### config.mk
export PLATFORM = sky130hd
export DESIGN_NAME = ddrx_refresh_timer
export DESIGN_NICKNAME = d
export VERILOG_FILES = /design/src/rtl/ddrx_refresh_timer.sv
export SDC_FILE = /design/constraint.sdc
export NUM_CORES = 1
export LEC_CHECK = 0
export CAP_MARGIN = 20
export CORE_MARGIN = 5
export CORE_UTILIZATION = 55
export DETAILED_ROUTE_END_ITERATION = 7
export HOLD_SLACK_MARGIN = 0.08
export PLACE_DENSITY_LB_ADDON = 0.2
export SLEW_MARGIN = 20
export SYNTH_ARGS = -nofsm -noshare
export SYNTH_HDL_FRONTEND = slang
export SYNTH_SLANG_ARGS = --single-unit
export TNS_END_PERCENT = 10
### constraint.sdc
create_clock -name mc_clk -period 7.8 [get_ports mc_clk]
set_input_delay 0.78 -clock mc_clk [delete_from_list [all_inputs] [get_ports mc_clk]]
set_output_delay 0.78 -clock mc_clk [all_outputs]
set_load 0.005 [all_outputs]
### src/rtl/ddrx_refresh_timer.sv
// Refresh scheduler: counts tREFI intervals into a bounded REF debt, requests each owed REF
// over req/ack, and holds the bank busy for tRFC after every grant.
module ddrx_refresh_timer #(
  parameter  int TREFI_W       = 16,
  parameter  int TRFC_W        = 10,
  parameter  int MAX_DEBT      = 8,
  parameter  int URGENT_THRESH = 6,
  localparam int DW            = $clog2(MAX_DEBT+1)
) (
  input  logic               mc_clk,
  input  logic               mc_aresetn,
  input  logic               cfg_ref_en,
  input  logic [TREFI_W-1:0] cfg_trefi,
  input  logic [TRFC_W-1:0]  cfg_trfc,
  output logic               ref_req,
  input  logic               ref_ack,
  output logic               ref_busy,
  output logic               ref_urgent,
  output logic [DW-1:0]      ref_debt,
  output logic               err_overflow
);

  typedef enum logic [1:0] {IDLE, REQ, TRFC} state_t;

  state_t             state;
  logic [TREFI_W-1:0] cnt;
  logic [TRFC_W-1:0]  trfc_cnt;
  logic [DW-1:0]      debt;
  logic               err;
  logic               run, tick, grant;
  logic [TRFC_W-1:0]  trfc_load;

  // >= rather than == so that shrinking cfg_trefi mid-interval ticks immediately
  assign run       = cfg_ref_en && (cfg_trefi != '0);
  assign tick      = run && (cnt >= cfg_trefi - TREFI_W'(1));
  assign grant     = (state == REQ) && ref_ack;
  assign trfc_load = (cfg_trfc == '0) ? TRFC_W'(1) : cfg_trfc;

  always_ff @(posedge mc_clk) begin
    if (!mc_aresetn) begin
      cnt      <= '0;
      debt     <= '0;
      err      <= 1'b0;
      trfc_cnt <= '0;
      state    <= IDLE;
    end else begin
      cnt <= (!run || tick) ? '0 : cnt + TREFI_W'(1);

      // a tick landing on a full debt is lost and flagged
      if (tick && !grant) begin
        if (debt == DW'(MAX_DEBT)) err  <= 1'b1;
        else                       debt <= debt + DW'(1);
      end else if (grant && !tick) begin
        debt <= debt - DW'(1);
      end

      case (state)
        IDLE: if (debt != '0) state <= REQ;
        REQ: if (ref_ack) begin
          state    <= TRFC;
          trfc_cnt <= trfc_load;
        end
        TRFC: begin
          if (trfc_cnt == TRFC_W'(1)) state <= IDLE;
          trfc_cnt <= trfc_cnt - TRFC_W'(1);
        end
        default: state <= IDLE;
      endcase
    end
  end

  assign ref_req      = (state == REQ);
  assign ref_busy     = (state == TRFC);
  assign ref_debt     = debt;
  assign ref_urgent   = (debt >= DW'(URGENT_THRESH));
  assign err_overflow = err;

endmodule

=== Word level (Yosys, flattened, before mapping) ===
Index checks and enable logic that the tools add are counted.
W data, S select, Z words.

* Register bits: 33
* Bits of input ports: 30
* Logic and storage cells: 51

* $add $sub $neg: 5
* Magnitude comparators: 2
* Eq/ne operators: 8
* Mux-type cells: 10
* Bitwise gates (word level): 1
* Reductions and logical operators: 20

{| class="wikitable"
|+ Operator list
! kind !! count
|-
| $mux W10 || 2
|-
| $pmux W10 S2 || 1
|-
| $add A16 B1 Y16 const B || 1
|-
| $ge A16 B16 Y1 || 1
|-
| $reduce_bool A16 Y1 || 1
|-
| $sub A16 B1 Y16 const B || 1
|-
| $mux W4 || 3
|-
| $eq A10 B1 Y1 const B || 1
|-
| $logic_not A10 Y1 || 1
|-
| $sub A10 B1 Y10 const B || 1
|-
| $mux W2 || 3
|-
| $pmux W2 S3 || 1
|-
| $reduce_and A2 Y1 || 3
|-
| $logic_and A1 B1 Y1 || 5
|-
| $add A4 B1 Y4 const B || 1
|-
| $eq A4 B4 Y1 const B || 1
|-
| $ge A4 B3 Y1 const B || 1
|-
| $ne A2 B1 Y1 const B || 2
|-
| $ne A2 B2 Y1 const B || 2
|-
| $reduce_bool A2 Y1 || 2
|-
| $reduce_bool A4 Y1 || 1
|-
| $sub A4 B1 Y4 const B || 1
|-
| $logic_not A1 Y1 || 3
|-
| $reduce_and A3 Y1 || 1
|-
| other kinds (6) || 6
|}

=== Longest topological paths before layout ===
Gate-level depths: netlist (run 1).

* Word-level depth: 7
* Mapped depth: 18

=== Worst setup path after synthesis (run 1) ===
Ideal clock, no wire load.

* Kind: input to register
* Start: input port cfg_trefi[3]
* End: register debt[3] (netlist: ref_debt[3])
* Library setup time: 0.066 ns
* Arrival time: 5.041 ns
* Required time: 7.734 ns
* Path slack: 2.693 ns
* Stages on the path: 18
* Path buffers: 0
* Cells stage by stage: or3_1 nor3_1 nand2b_1 or2_2 nor4_1 xnor2_1 ha_1 nand4_1 nor3_1 or4b_2 a31oi_2 nand2_1 ha_1 a21o_1 a21o_1 or3_1 a31o_1 a21oi_2

* Cells in the longest elaborated chain, start to end: 7
* Elaborated cells between the ends (all ways): 12

{| class="wikitable"
|+ RTL lines
! what !! line !! RTL
|-
| start: declaration || 13 || <nowiki>input logic [TREFI_W-1:0] cfg_trefi,</nowiki>
|-
| $sub A16 B1 Y16 / $reduce_bool A16 Y1 (equally long branches) || 35, 34 ||
|-
| $ge A16 B16 Y1 / $logic_and A1 B1 Y1 (equally long branches) || 35, 34 ||
|-
| $logic_and A1 B1 Y1 (*) || 35 || <nowiki>assign tick = run && (cnt >= cfg_trefi - TREFI_W'(1));</nowiki>
|-
| $logic_not A1 Y1 || 53 || <nowiki>end else if (grant && !tick) begin</nowiki>
|-
| $logic_and A1 B1 Y1 || 53 ||
|-
| $reduce_bool A2 Y1 (no line) || -- ||
|-
| $reduce_and A2 Y1 (no line) || -- ||
|-
| end signal: assignment || 52 || <nowiki>else debt <= debt + DW'(1);</nowiki>
|-
| end signal: assignment || 54 || <nowiki>debt <= debt - DW'(1);</nowiki>
|-
| end: declaration || 28 || <nowiki>logic [DW-1:0] debt;</nowiki>
|}

Mark *: on every way between the ends. The rest lies on a longest branch, timed or not.
A chain may end at the register's enable or synchronous reset.

=== Worst setup path in the final report (run 1) ===
Ends and elaborated chain as after synthesis.

==> impl_metrics.toml, run 1 <==
[sta]
finalClockSkew_ns = 0.00743
slew_viol_final = 0
rsz0062_at_grt = "false"
worst_slew_pin_slew_ns = 0.544
max_freq_mhz = 177
setup_viol = 0
fin_crit_ns = 5.64
slew-limit-headroom_pct = 63.4
hold_viol = 0
timing.final.crit_share_pct = 72.4
fin_tns_setup_ns = 0

[worst_setup_path]
crit_path_end_kind = "flip-flop"
arrival_ns = 5.87
cp_max_fo = 5
cp-start-kind = "input pin"
critPathSlowestCell = "or4b_2"
max_stage_delay_ns = 0.64
cp_num_buf_inv = 1
crit_family = "simple AND/OR/NAND/NOR gates"
crit_required_ns = 8.02
crit_chain = "clkdlybuf4s50_1 > or3_1 > nor3_1 > nand2b_1 > or2_2 > nor4_1 > xnor2_1 > ha_1 > nand4_1 > nor3_1 > or4b_2 > a31oi_2 > nand2_1 > ha_1 > a21o_1 > a21o_1 > or3_1 > a31o_1 > a21oi_2"
criticalPathCategory = "input pin to flip-flop"

[synthesis]
synth_top_family_by_area = "simple AND/OR/NAND/NOR gates"
postSynthCellCount = 277
synth-edff-count = 0
synth_compound_area_share_pct = 14.1
avgSynthCellArea_um2 = 8.04
synthArstFlopShare_pct = 0
muxShareOfSynthArea_pct = 0.899
syn-cell-area_um2 = 2230
synthSimpleGateAreaFrac_pct = 27.2
synth_xor_area_share_pct = 11.8
ys.flop_type = "dfxtp_1"
syn_nets = 330
synth_cell_types = 44
synth_fa_ha_area_share_pct = 13.3
synth-seq-area-share_pct = 29.7
ys_ff_latch = 33
synth-warning-count = 0

[power]
cellPowerDensity_nw_per_um2 = 193
p_leak_nw = 0.990
ir_worst_vdd_mv = 0.0769

[global_route]
track_usage_pct = 19.4
overflow = 0
grt_pass1_vias = 2055
antenna_found_initial = 0
grt_max_degree = 17
grt_pass1_wl_um = 8400

[drt]
wl_per_cell_um = 13.3
wl_um = 4850
first_pass_iters = 4
drt_iter0_markers = 136
vias = 2071
ant_nets = 0
drc = 0
viasPerCell = 5.66

[min_path]
min_path_type = "flip-flop to flip-flop"

[clocking]
cts_sinks = 33
root_buffer = "clkbuf_8"
clk_latency_ns = 0.29
clk_pin_slew_ns = 0.06
cts_setup_buffers = 0
tritoncts = "yes"
post_cts_resized = 0
cts-buffers-inserted = 5
clockBufferDepth = 2
cts_hold_buffers = 0
htreeDepth = 2

[placement]
port_buffers = 37
dp_hpwl_um = 3850
finalWeightedCongestion = 0.791
placedCellCount = 358

[layout]
antenna_cells = 0
finalNetCount = 368
layout_common_cells = "nor2_1 (43), clkdlybuf4s50_1 (37), dfxtp_1 (33)"
syn2layout_area_growth_pct = 22.0
layout-drive-gt1-share_pct = 4.43
instances_no_fill = 366
layout_commonest_cell = "nor2_1"

[run_status]
status = "complete, no violations"

[job]
cap_violations = 0

[floorplanning]
ios = 38
dieArea_um2 = 5420
fp.dieW_um = 73.6
start_util_pct = 56.1
row_count = 23
core_area_um2 = 3970
die_h_um = 73.6
state kept, by name, indices dropped and copies added, names as in the netlist:
signal        count
trfc_cnt         10
cnt              16
err_overflow      1
ref_debt          4
state             2
synth_stat cells, drive strengths merged (2+ instances only):
library cell  number  share of area (%)
a2111oi            2               0.79
a21o               2               0.67
a21oi             26                6.0
a311oi             2               0.79
and2               2               0.56
and3               3               0.84
clkbuf             5               0.84
dfxtp             33                 30
ha                22                 12
inv               11                1.9
mux2i              2               0.90
nand2             15                2.5
nand2b             6                1.7
nand3             17                3.8
nand4              5                1.4
nor2              43                7.2
nor3              12                2.7
nor4               6                1.7
o21ai              8                1.8
o31ai              3                1.6
or3                3               0.90
or4                2               0.67
or4b               2                1.1
xnor2             20                7.9
xor2              10                3.9
per-layer routing:
metal,wire [um],GRT usage [%],vias to the layer above,part of all wire (%)
li1,-,-,1059,-
met1,2130,22.1,947,44
met2,2320,35.2,58,48
met3,314,3.15,7,6.5
met4,93,8.45,0,1.9
met5,0,0,-,0
layout make-up:
cell class,count,area [um^2]
Fill cell,340,1250
Clock buffer,8,80.1
Inverter,12,45.0
Tap cell,50,62.6
Sequential cell,33,661
Timing Repair Buffer,37,370
Multi-Input combinational cell,226,1500
stage by stage:
| step | hold WS (ns) | cell area (um^2) | setup slack (ns) | power (mW) | util, % |
|---|---|---|---|---|---|
| after detailed placement | 0.444 | 2640 | 1.87 | 0.403 | 66.4 |
| after global placement | 0.438 | 2640 | 2.05 | 0.397 | 66.4 |
| after floorplan | 0.424 | 2230 | 2.69 | 0.336 | - |
| final | 0.448 | 2720 | 2.16 | 0.525 | 68.4 |
| after CTS | 0.453 | 2720 | 2.17 | 0.528 | 68.4 |
| after global routing | 0.488 | 2720 | 1.78 | 0.561 | 68.4 |
worst min-delay path: stages, from the launching register on:
cell and delay [ns]:
dfxtp_1 0.31, inv_1 0.05, a21oi_1 0.05
path summary, 6_finish.rpt:
kind,endpoint,slack (ns),start,depth (start not counted)
max,ref_debt[3]$_SDFFE_PN0P_,2.16,cfg_trefi[3],19
max reg2reg,ref_debt[3]$_SDFFE_PN0P_,4.17,cnt[0]$_SDFF_PP0_,13
min,err_overflow$_SDFFE_PN0P_,0.45,err_overflow$_SDFFE_PN0P_,2
min reg2reg,err_overflow$_SDFFE_PN0P_,0.45,err_overflow$_SDFFE_PN0P_,2
logic make-up after synthesis:
kind of cell,Yosys count
AOI/OAI and AO/OA,49
muxes,2
xor gates and xnor gates,30
buffers and inverters,18
adders and majority gates,23
DFF,33
and+or+nand+nor,122
power by group:
part	internal, mW	switching, mW
clock	0.0634	0.0614
sequential	0.192	0.0249
combinational	0.0859	0.0978
total	0.341	0.184
Note: power is estimated with default switching activity, not from simulation.
==> run 2: changes to the inputs <==
--- a/config.mk
+++ b/config.mk
@@ -7,7 +7,7 @@
 export LEC_CHECK = 0
 export CAP_MARGIN = 20
 export CORE_MARGIN = 5
-export CORE_UTILIZATION = 55
+export CORE_UTILIZATION = 48
 export DETAILED_ROUTE_END_ITERATION = 7
 export HOLD_SLACK_MARGIN = 0.08
 export PLACE_DENSITY_LB_ADDON = 0.2
==> constraint.sdc (replaced) <==
create_clock -name mc_clk -period 5.18 [get_ports mc_clk]
set_input_delay 0.518 -clock mc_clk [delete_from_list [all_inputs] [get_ports mc_clk]]
set_output_delay 0.518 -clock mc_clk [all_outputs]
set_load 0.005 [all_outputs]
==> impl_metrics.toml, run 2 (same netlist as run 1, synthesis figures left out) <==
[sta]
holdWs_ns = 0.451
max_freq_mhz = 208
worst_slew_pin_slew_ns = 0.696
hold_viol = 0
fin_crit_ns = 4.80
finalClockSkew_ns = 0.00453
fin_tns_setup_ns = 0
slew-limit-headroom_pct = 53.2
layout_setup_ws_ns = 0.383
timing.final.crit_share_pct = 92.6
slew_viol_final = 0
rsz0062_at_grt = "false"
setup_viol = 0

[drt]
viasPerCell = 5.35
drc = 0
vias = 2067
first_pass_iters = 4
wl_um = 4810
ant_nets = 0
drt_iter0_markers = 71
wl_per_cell_um = 12.5

[layout]
finalNetCount = 386
instances_no_fill = 386
layout_common_cells = "nor2_1 (43), clkdlybuf4s50_1 (37), dfxtp_1 (33)"
top_register = "cnt"
layout-drive-gt1-share_pct = 11.1
largest_reg_flops = 16
antenna_cells = 0
final_area_um2 = 2900
syn2layout_area_growth_pct = 30.1
postLayoutCoreUtil_pct = 65.6
layout_commonest_cell = "nor2_1"

[clocking]
clk_latency_ns = 0.28
cts_sinks = 33
root_buffer = "clkbuf_8"
clk_pin_slew_ns = 0.07
htreeDepth = 2
cts_setup_buffers = 0
clockBufferDepth = 2
tritoncts = "yes"
cts-buffers-inserted = 5

[worst_setup_path]
crit_path_start = "cfg_trefi[9]"
max_stage_delay_ns = 0.54
r2r_start = "cnt[0]$_SDFF_PP0_"
cp_max_fo = 4
arrival_ns = 5.02
cp-start-kind = "input pin"
r2r_cells = 13
criticalPathCategory = "input pin to flip-flop"
crit_path_end_kind = "flip-flop"
crit_chain = "clkdlybuf4s50_1 > or4_1 > or4b_4 > and2b_2 > xnor2_1 > ha_1 > nand4_1 > nor3_2 > or4b_4 > a31oi_4 > nand2_1 > ha_1 > a21o_1 > a21o_1 > or3_1 > a31o_1 > a21oi_2"
critPathSlowestCell = "or4_1"
crit_required_ns = 5.40

[placement]
finalWeightedCongestion = 0.818
placedCellCount = 378
port_buffers = 37
dp_hpwl_um = 3830
dpl-instance-area_um2 = 2770
dp_slack_ns = -0.205

[floorplanning]
die_h_um = 78.1
fp.dieW_um = 78.1
dieArea_um2 = 6100
row_count = 24
core_area_um2 = 4410
start_util_pct = 50.5
ios = 38

[global_route]
antenna_found_initial = 0
track_usage_pct = 17.0
grt_pass1_vias = 2055
overflow = 0
grt_max_degree = 17
grt_pass1_wl_um = 8670

[power]
p_leak_nw = 1.09
p_total_mw = 0.823
ir_worst_vdd_mv = 0.119
cellPowerDensity_nw_per_um2 = 284

[min_path]
worstHoldStart = "state[1]$_SDFFE_PN0P_"
min_path_type = "flip-flop to flip-flop"
whs_path_depth = 1

[run_status]
status = "complete, no violations"

[job]
cap_violations = 0
[run 2: cell count changes in the layout (fill, tap and decap cells not counted), sizes merged]
| cell | previous run | this run |
|---|---|---|
| buf | 0 | 18 |
| clkbuf | 8 | 7 |
| clkinv | 1 | 2 |
[run 2: path summary, 6_finish.rpt]
| path | slack [ns] | end |
|---|---|---|
| min | 0.45 | state[0]$_SDFFE_PN0P_ |
| min reg2reg | 0.45 | state[0]$_SDFFE_PN0P_ |
| max reg2reg | 1.93 | ref_debt[3]$_SDFFE_PN0P_ |
| max | 0.38 | ref_debt[3]$_SDFFE_PN0P_ |
[run 2: timing repair]
action                                  CTS  global route
resized for setup                         0             4
endpoints found under the setup margin    0             1
hold buffers                              0             0
[run 2: report_power, final]
group	internal, mW	switching (mW)
sequential	0.289	0.0380
combinational	0.136	0.147
clock	0.120	0.0941
total	0.545	0.279
[run 2: area by class of cell]
class / count / area [um^2]
multi-input cells: 226 / 1520
fillers: 393 / 1520
flip-flops and latches: 33 / 661
repair buffers: 55 / 505
clock buffers: 7 / 96.3
well taps: 52 / 65.1
inverters: 12 / 45.0
clock inverters: 1 / 5.00
[run 2: worst max-delay path: cells and delay by family]
| family | cells | cell delay, ns |
|---|---|---|
| xor+xnor | 1 | 0.06 |
| compound gates | 5 | 0.90 |
| fa+ha+maj | 2 | 0.60 |
| simple gates | 8 | 2.51 |
| buf+inv | 1 | 0.42 |
[run 2: routing by layer]
metal | GRT usage (%) | wire, um | vias to the layer above
met4 | 7.26 | 55 | 0
li1 | - | - | 1093
met1 | 19.8 | 2200 | 923
met3 | 4.12 | 254 | 5
met5 | 0 | 0 | -
met2 | 29.6 | 2310 | 46
